===== src/rtl/io_controller.sv =====
// io_controller: memory-mapped UART handshake and cycle/instret counters for the 0x8000_0000 I/O region.
// Define IO_TX_FIFO_EN for a 4-entry TX FIFO; otherwise a single holding register buffers TX bytes.
module io_controller (
  input  logic        clk,
  input  logic        rst_n,
  input  logic [31:0] io_addr,
  input  logic        io_re,
  input  logic        io_we,
  input  logic [31:0] io_wdata,
  input  logic        instr_retire,
  output logic [31:0] io_rdata,
  output logic [7:0]  uart_tx_data_in,
  output logic        uart_tx_data_in_valid,
  input  logic        uart_tx_data_in_ready,
  input  logic [7:0]  uart_rx_data_out,
  input  logic        uart_rx_data_out_valid,
  output logic        uart_rx_data_out_ready
);

  localparam logic [2:0] REG_STATUS  = 3'd0;
  localparam logic [2:0] REG_RX_DATA = 3'd1;
  localparam logic [2:0] REG_TX_DATA = 3'd2;
  localparam logic [2:0] REG_CYCLE   = 3'd4;
  localparam logic [2:0] REG_INSTR   = 3'd5;
  localparam logic [2:0] REG_CLEAR   = 3'd6;

  logic        io_sel;
  logic [2:0]  reg_off;
  logic        rd_en;
  logic        wr_en;
  logic        tx_push_req;
  logic        cnt_clear;
  logic        tx_space;
  logic        tx_push;
  logic        tx_pop;
  logic [31:0] cycle_cnt;
  logic [31:0] instr_cnt;

  // Only the region bits and the word offset take part in decode; the rest alias.
  assign io_sel      = (io_addr[31:30] == 2'b10);
  assign reg_off     = io_addr[4:2];
  assign rd_en       = io_sel & io_re;
  assign wr_en       = io_sel & io_we;
  assign tx_push_req = wr_en & (reg_off == REG_TX_DATA);
  assign cnt_clear   = wr_en & (reg_off == REG_CLEAR);

  logic unused_bits;
  assign unused_bits = ^{io_addr[29:5], io_addr[1:0], io_wdata[31:8]};

  always_ff @(posedge clk or negedge rst_n) begin
    if (!rst_n) begin
      cycle_cnt <= '0;
      instr_cnt <= '0;
    end else if (cnt_clear) begin
      // NOTE: non-blocking assignments so every flop samples pre-edge values.
      cycle_cnt <= '0;
      instr_cnt <= '0;
    end else begin
      cycle_cnt <= cycle_cnt + 32'd1;
      if (instr_retire) instr_cnt <= instr_cnt + 32'd1;
    end
  end

`ifdef IO_TX_FIFO_EN
  logic [7:0] tx_mem [4];
  logic [1:0] tx_rd_ptr;
  logic [1:0] tx_wr_ptr;
  logic [2:0] tx_count;

  assign tx_space              = (tx_count != 3'd4);
  assign tx_push               = tx_push_req & tx_space;
  assign tx_pop                = (tx_count != 3'd0) & uart_tx_data_in_ready;
  assign uart_tx_data_in_valid = (tx_count != 3'd0);
  assign uart_tx_data_in       = tx_mem[tx_rd_ptr];

  always_ff @(posedge clk or negedge rst_n) begin
    if (!rst_n) begin
      // NOTE: the byte store is reset too, so uart_tx_data_in reads 0 out of reset.
      for (int i = 0; i < 4; i++) tx_mem[i] <= '0;
      tx_rd_ptr <= '0;
      tx_wr_ptr <= '0;
      tx_count  <= '0;
    end else begin
      if (tx_push) begin
        tx_mem[tx_wr_ptr] <= io_wdata[7:0];
        tx_wr_ptr         <= tx_wr_ptr + 2'd1;
      end
      if (tx_pop) tx_rd_ptr <= tx_rd_ptr + 2'd1;
      case ({tx_push, tx_pop})
        2'b10:   tx_count <= tx_count + 3'd1;
        2'b01:   tx_count <= tx_count - 3'd1;
        default: tx_count <= tx_count;
      endcase
    end
  end
`else
  logic       tx_pend;
  logic [7:0] tx_data;

  assign tx_space              = ~tx_pend;
  assign tx_push               = tx_push_req & tx_space;
  assign tx_pop                = tx_pend & uart_tx_data_in_ready;
  assign uart_tx_data_in_valid = tx_pend;
  assign uart_tx_data_in       = tx_data;

  // Push needs an empty register and pop needs a full one, so they never coincide.
  always_ff @(posedge clk or negedge rst_n) begin
    if (!rst_n) begin
      tx_pend <= 1'b0;
      tx_data <= '0;
    end else if (tx_push) begin
      tx_pend <= 1'b1;
      tx_data <= io_wdata[7:0];
    end else if (tx_pop) begin
      tx_pend <= 1'b0;
    end
  end
`endif

  assign uart_rx_data_out_ready = rd_en & (reg_off == REG_RX_DATA);

  always_comb begin
    // NOTE: default assignment first so no path through the case infers a latch.
    io_rdata = '0;
    if (rd_en) begin
      case (reg_off)
        REG_STATUS:  io_rdata = {30'b0, uart_rx_data_out_valid, tx_space};
        REG_RX_DATA: io_rdata = {24'b0, uart_rx_data_out};
        REG_CYCLE:   io_rdata = cycle_cnt;
        REG_INSTR:   io_rdata = instr_cnt;
        default:     io_rdata = '0;
      endcase
    end
  end

endmodule

===== config.mk =====
export PLATFORM = sky130hd
export DESIGN_NAME = io_controller
export DESIGN_NICKNAME = d
export VERILOG_FILES = /design/src/rtl/io_controller.sv
export SDC_FILE = /design/constraint.sdc
export NUM_CORES = 1
export LEC_CHECK = 0
export BUFFER_PORTS_ARGS = -buffer_cell sky130_fd_sc_hd__buf_4
export CAP_MARGIN = 20
export CORE_ASPECT_RATIO = 1.4
export CORE_MARGIN = 2
export CORE_UTILIZATION = 30
export CTS_BUF_LIST = sky130_fd_sc_hd__clkbuf_16
export DETAILED_ROUTE_END_ITERATION = 10
export PLACE_DENSITY = 0.61
export RECOVER_POWER = 50
export REMOVE_ABC_BUFFERS = 1
export SLEW_MARGIN = 20
export SYNTH_ARGS = -nofsm -noshare
export SYNTH_HDL_FRONTEND = slang
export SYNTH_SLANG_ARGS = --single-unit

===== constraint.sdc =====
create_clock -name clk -period 5 [get_ports clk]
set_clock_uncertainty 0.2 [all_clocks]
set_input_delay 0.25 -clock clk [delete_from_list [all_inputs] [get_ports clk]]
set_output_delay 0.25 -clock clk [all_outputs]
set_load 0.005 [all_outputs]

==> Word-level counts from Yosys, hierarchy flattened <==
Index checks and enable logic that the tools add are counted.
{ "word_totals": {"register_bits": 73, "out_inout_bits": 42, "wordCells": 30} }
{ "classes": {"n_addsub": 2, "eq_ne": 6, "mux": 7, "bitwise": 8, "n_reduce_logical": 3} }
{ "ops": {"columns": ["cell", "n"], "rows": [
  ["$mux 32", 4],
  ["$pmux 32 s4", 1],
  ["$add 32x1->32 const B", 2],
  ["$eq 3x3->1 const B", 3],
  ["$and 1x1->1", 7],
  ["$reduce_bool 2->1", 2],
  ["$eq 3x1->1 const B", 1],
  ["$eq 3x2->1 const B", 1],
  ["$logic_not 3->1", 1],
  ["$eq 2x2->1 const B", 1],
  ["$mux 1", 2],
  ["$not 1->1", 1]
]} }

==> Depth between registers and ports, before layout <==
{ "depth": {"depth_word": 5, "ltp_mapped": 8, "mapped_depth_nobuf": 6} }

==> Least setup slack after synthesis <==
OpenSTA, ideal clock, no wires.
{ "synth_path": {"path_type": "reg2reg", "start": "reg instr_cnt[0]", "end": "reg instr_cnt[26]", "arrival_ps": 1885, "slack_ps": 2837, "stages_incl_launch_ff": 9, "n_path_buf": 2, "synth_period_minus_slack_ps": 2163, "path_cell_list": "dfrtp_1 ha_1 nand4_2 or2_1 buf_6 or2_1 buf_6 or3_1 a21oi_1"} }
{ "synth_between": {"elab_chain_cells": 3} }
{ "synth_rtl": {"columns": ["item", "line", "source"], "rows": [
  ["from (decl)", "37", "logic [31:0] instr_cnt;"],
  ["from (signal assigned)", "60", "if (instr_retire) instr_cnt <= instr_cnt + 32'd1;"],
  ["$add 32x1->32", "60", null],
  ["$mux 32", "60", null],
  ["$mux 32", "54", "end else if (cnt_clear) begin"]
]} }
No other way between the ends. The select of a mux whose other input is x is not followed.
A chain may end at the register's enable or synchronous reset.

==> Final worst setup path <==
{ "layout_path": {"start": "in io_addr[2]", "end": "reg cycle_cnt[31]"} }
{ "layout_between": {"elab_chain_cells": 3} }
{ "layout_rtl": {"columns": ["item", "line", "source"], "rows": [
  ["from (decl)", "6", "input logic [31:0] io_addr,"],
  ["$eq 3x3->1", "45", "assign cnt_clear = wr_en & (reg_off == REG_CLEAR);"],
  ["$and 1x1->1", "45", null],
  ["$mux 32", "54", null],
  ["to (signal assigned)", "59", "cycle_cnt <= cycle_cnt + 32'd1;"],
  ["to (decl)", "36", "logic [31:0] cycle_cnt;"]
]} }
No other way between the ends.

==> summary.txt <==
Floorplanning
  – Ports: 121
  – Initial core utilization: 30.50%
  – Rows: 50
  – Die Wd: 102.4 um
  – Core area: 13330 um^2
  – Die span in y: 141.7 um
  – Die area: 14510 um^2

Routing
  – Routed len/inst: 15.32 um
  – Drt first pass iters: 4
  – Via count: 3640
  – Vias per cell: 5.141
  – Residual DRC count: 0
  – First-iteration detailed-routing DRC count: 205
  – Final ANT Viol Nets: 0
  – Final wirelength: 10.85 mm

Global routing
  – Global route total overflow: 0
  – Vias in the first global route: 3674
  – Global-route usage over all layers: 16.07%
  – Antenna violations before repair: 0
  – First-pass GRT wire length: 18.13 mm
  – Largest net degree at the start of global routing: 74

Cells and area
  – # fillers: 1352
  – Share of layout cells above drive strength 1: 19.01%
  – Area of the multi-input gates: 2096 um^2
  – Ant. Diodes: 0
  – Nets: 602
  – Final instance count without filler cells: 708
  – Area taken by flip-flops and latches: 1827 um^2
  – Utilization after layout: 38.32%
  – Post-route cell area: 5106 um^2
  – Area Growth Syn to Fin: 25.65%

Place
  – RD Place Congestion: 0.8277
  – DP Worst Slack: 2.597 ns
  – Port Buffer Count: 69
  – Placement Cell Area: 4712 um^2
  – DP HPWL: 7.542 mm
  – Post-Place Cells: 682

Clock network
  – Hold_buf cts: 10
  – Clk buf depth: 2
  – Clock Pin Slew Worst Setup and Hold Paths: 0.06 ns
  – CTS root buffer: clkbuf_16
  – H-tree Lvls: 3
  – Total CTS buffers: 9
  – Worst skew pair latency: 0.34 ns
  – Sink Count: 73
  – CTS tree: yes
  – Post-CTS Resized: 0
  – Setup Buffers After CTS: 0

Synthesis
  – Syn Std Cell Area: 4064 um^2
  – Seq/Total Area, Yosys: 44.95%
  – Yosys reg bits: 73
  – Top cell type by total area after synthesis: dfrtp_1
  – Post-synth EDFFs: 0
  – Yosys cell types: 32
  – Synth top area share: 44.95%
  – Ys flop type: dfrtp_1
  – Synth top area cells: dfrtp_1 (45%), nor2_1 (9.0%), xnor2_1 (6.7%)
  – Mean Syn Cell Area: 8.893 um^2
  – Cells after synthesis: 457
  – Synth async-reset ratio: 100.0%
  – Yosys warnings: 0

Power and ir drop
  – Total power: 1.886 mW
  – Sequential power share: 47.2%
  – Worst vdd ir: 198.3 uV
  – Cell Pwr Density: 369.4 nW/um^2
  – Sw Pwr: 575.0 uW
  – Leak: 2.090 nW
  – Clock power frac: 36.2%
  – Sw Share: 30.49%
  – Comb power frac: 16.7%
  – Internal Pwr Total: 1.311 mW

Worst setup path
  – Crit path launch type: input pin
  – Worst Setup Path Type: input pin to flip-flop
  – WP data arrival: 2.91 ns
  – Worst setup EP type: flip-flop
  – Required time worst endpoint: 5.02 ns
  – Crit Path Max Fanout: 63

STA
  – RSZ-0062 raised after global routing: false
  – Final Hold Viols: 0
  – Slew Limit Fails: 138
  – Min Clock Period, post-route: 2.893 ns
  – Final setup TNS: 0 ns
  – Hold Worst Slack: 0.02057 ns
  – Worst slew pin tran: 2.262 ns
  – Rel. slew slack: -50.77%
  – Final worst setup slack: 2.107 ns
  – Final setup fails: 0
  – Highest clock rate: 345.6 MHz
  – Tcrit/Tclk final: 57.86%

Run
  – Max-Cap Viols: 2

Hold path
  – Hold WC Path Type: input pin to flip-flop

Outcome
  – Run status: finished with violations
  – Failing checks: capacitance limit, slew limit
logic make-up (layout without fill, tap and decap cells):
logic type	after synthesis	after routing	synth area share (%)
flip-flops	73	73	44.95
buffers and inverters	35	104	3.602
AND/OR/NAND/NOR	227	227	26.97
AO/OA/AOI/OAI	53	53	8.528
XOR/XNOR	52	52	11.21
adder cells (fa/ha/maj)	2	2	0.6157
multiplexers	15	15	4.126
placed cells by master, fill, tap and decap left out, drive strengths merged, types with 4 or more instances in the layout:
master | synthesis | routed
buf | 2 | 59
o21ai | 11 | 11
or3 | 9 | 9
xnor2 | 31 | 31
nor2 | 97 | 97
clkbuf | 26 | 21
mux2 | 14 | 14
nand4 | 30 | 30
dlygate4sd3 | 0 | 10
nand2 | 25 | 25
dfrtp | 73 | 73
a22oi | 31 | 31
clkinv | 0 | 4
a21oi | 10 | 10
inv | 7 | 7
nor4 | 8 | 8
nand3 | 16 | 16
xor2 | 21 | 21
and3 | 11 | 11
nor3 | 18 | 18
state kept, by name (all words and copies together) (netlist names):
name,cells
uart_tx_data_in,8
cycle_cnt,32
instr_cnt,32
uart_tx_data_in_valid,1
cell type report:
| type | count | area share, % |
|---|---|---|
| Clock inverter | 7 | 1.666 |
| Sequential cell | 73 | 35.78 |
| Clock buffer | 9 | 4.411 |
| Multi-Input combinational cell | 349 | 41.04 |
| Inverter | 7 | 0.5146 |
| Tap cell | 182 | 4.460 |
| Timing Repair Buffer | 81 | 12.13 |
per-layer routing:
layer | vias to the layer above | routed length, um | global-route usage (%)
li1 | 1735 | - | -
met1 | 1774 | 4549 | 20.21
met2 | 119 | 5327 | 26.11
met3 | 12 | 826 | 5.123
met4 | 0 | 145 | 5.053
met5 | - | 0 | 0
critical path: stages:
cell	delay (ns)
clkbuf_1	0.28
nor2_1	0.26
and4_1	1.76
nor2_1	0.08
nand4_1	0.17
o21ai_1	0.07
path summary, 6_finish.rpt:
check,from,endpoint,slack [ns],depth (start not counted)
worst max register to register,instr_cnt[0]$_DFFE_PN0P_,instr_cnt[30]$_DFFE_PN0P_,2.60,6
worst min register to register,uart_tx_data_in[7]$_DFFE_PN0P_,uart_tx_data_in[7]$_DFFE_PN0P_,0.31,1
worst min-delay path,instr_retire,instr_cnt[0]$_DFFE_PN0P_,0.02,3
min in group asynchronous,rst_n,uart_tx_data_in[0]$_DFFE_PN0P_,0.74,2
worst max-delay path,io_addr[2],cycle_cnt[31]$_DFF_PN0_,2.11,6
max in group asynchronous,rst_n,cycle_cnt[12]$_DFF_PN0_,2.72,2
power groups by stage:
stage               sequential [mW]  clock, mW  combinational [mW]
floorplan                     0.841          0               0.218
global placement              0.895          0               0.305
detailed placement            0.902          0               0.315
CTS                           0.892      0.697               0.324
global route                  0.910      0.726               0.361
finish                        0.890      0.682               0.314
synth_stat cells (all sizes together), types with 11 or more instances:
cell and n:
nand2 25, o21ai 11, xnor2 31, nand4 30
clkbuf 26, a22oi 31, nor2 97, and3 11
nor3 18, dfrtp 73, mux2 14, nand3 16
xor2 21
Power figures use the tool's default switching activity.
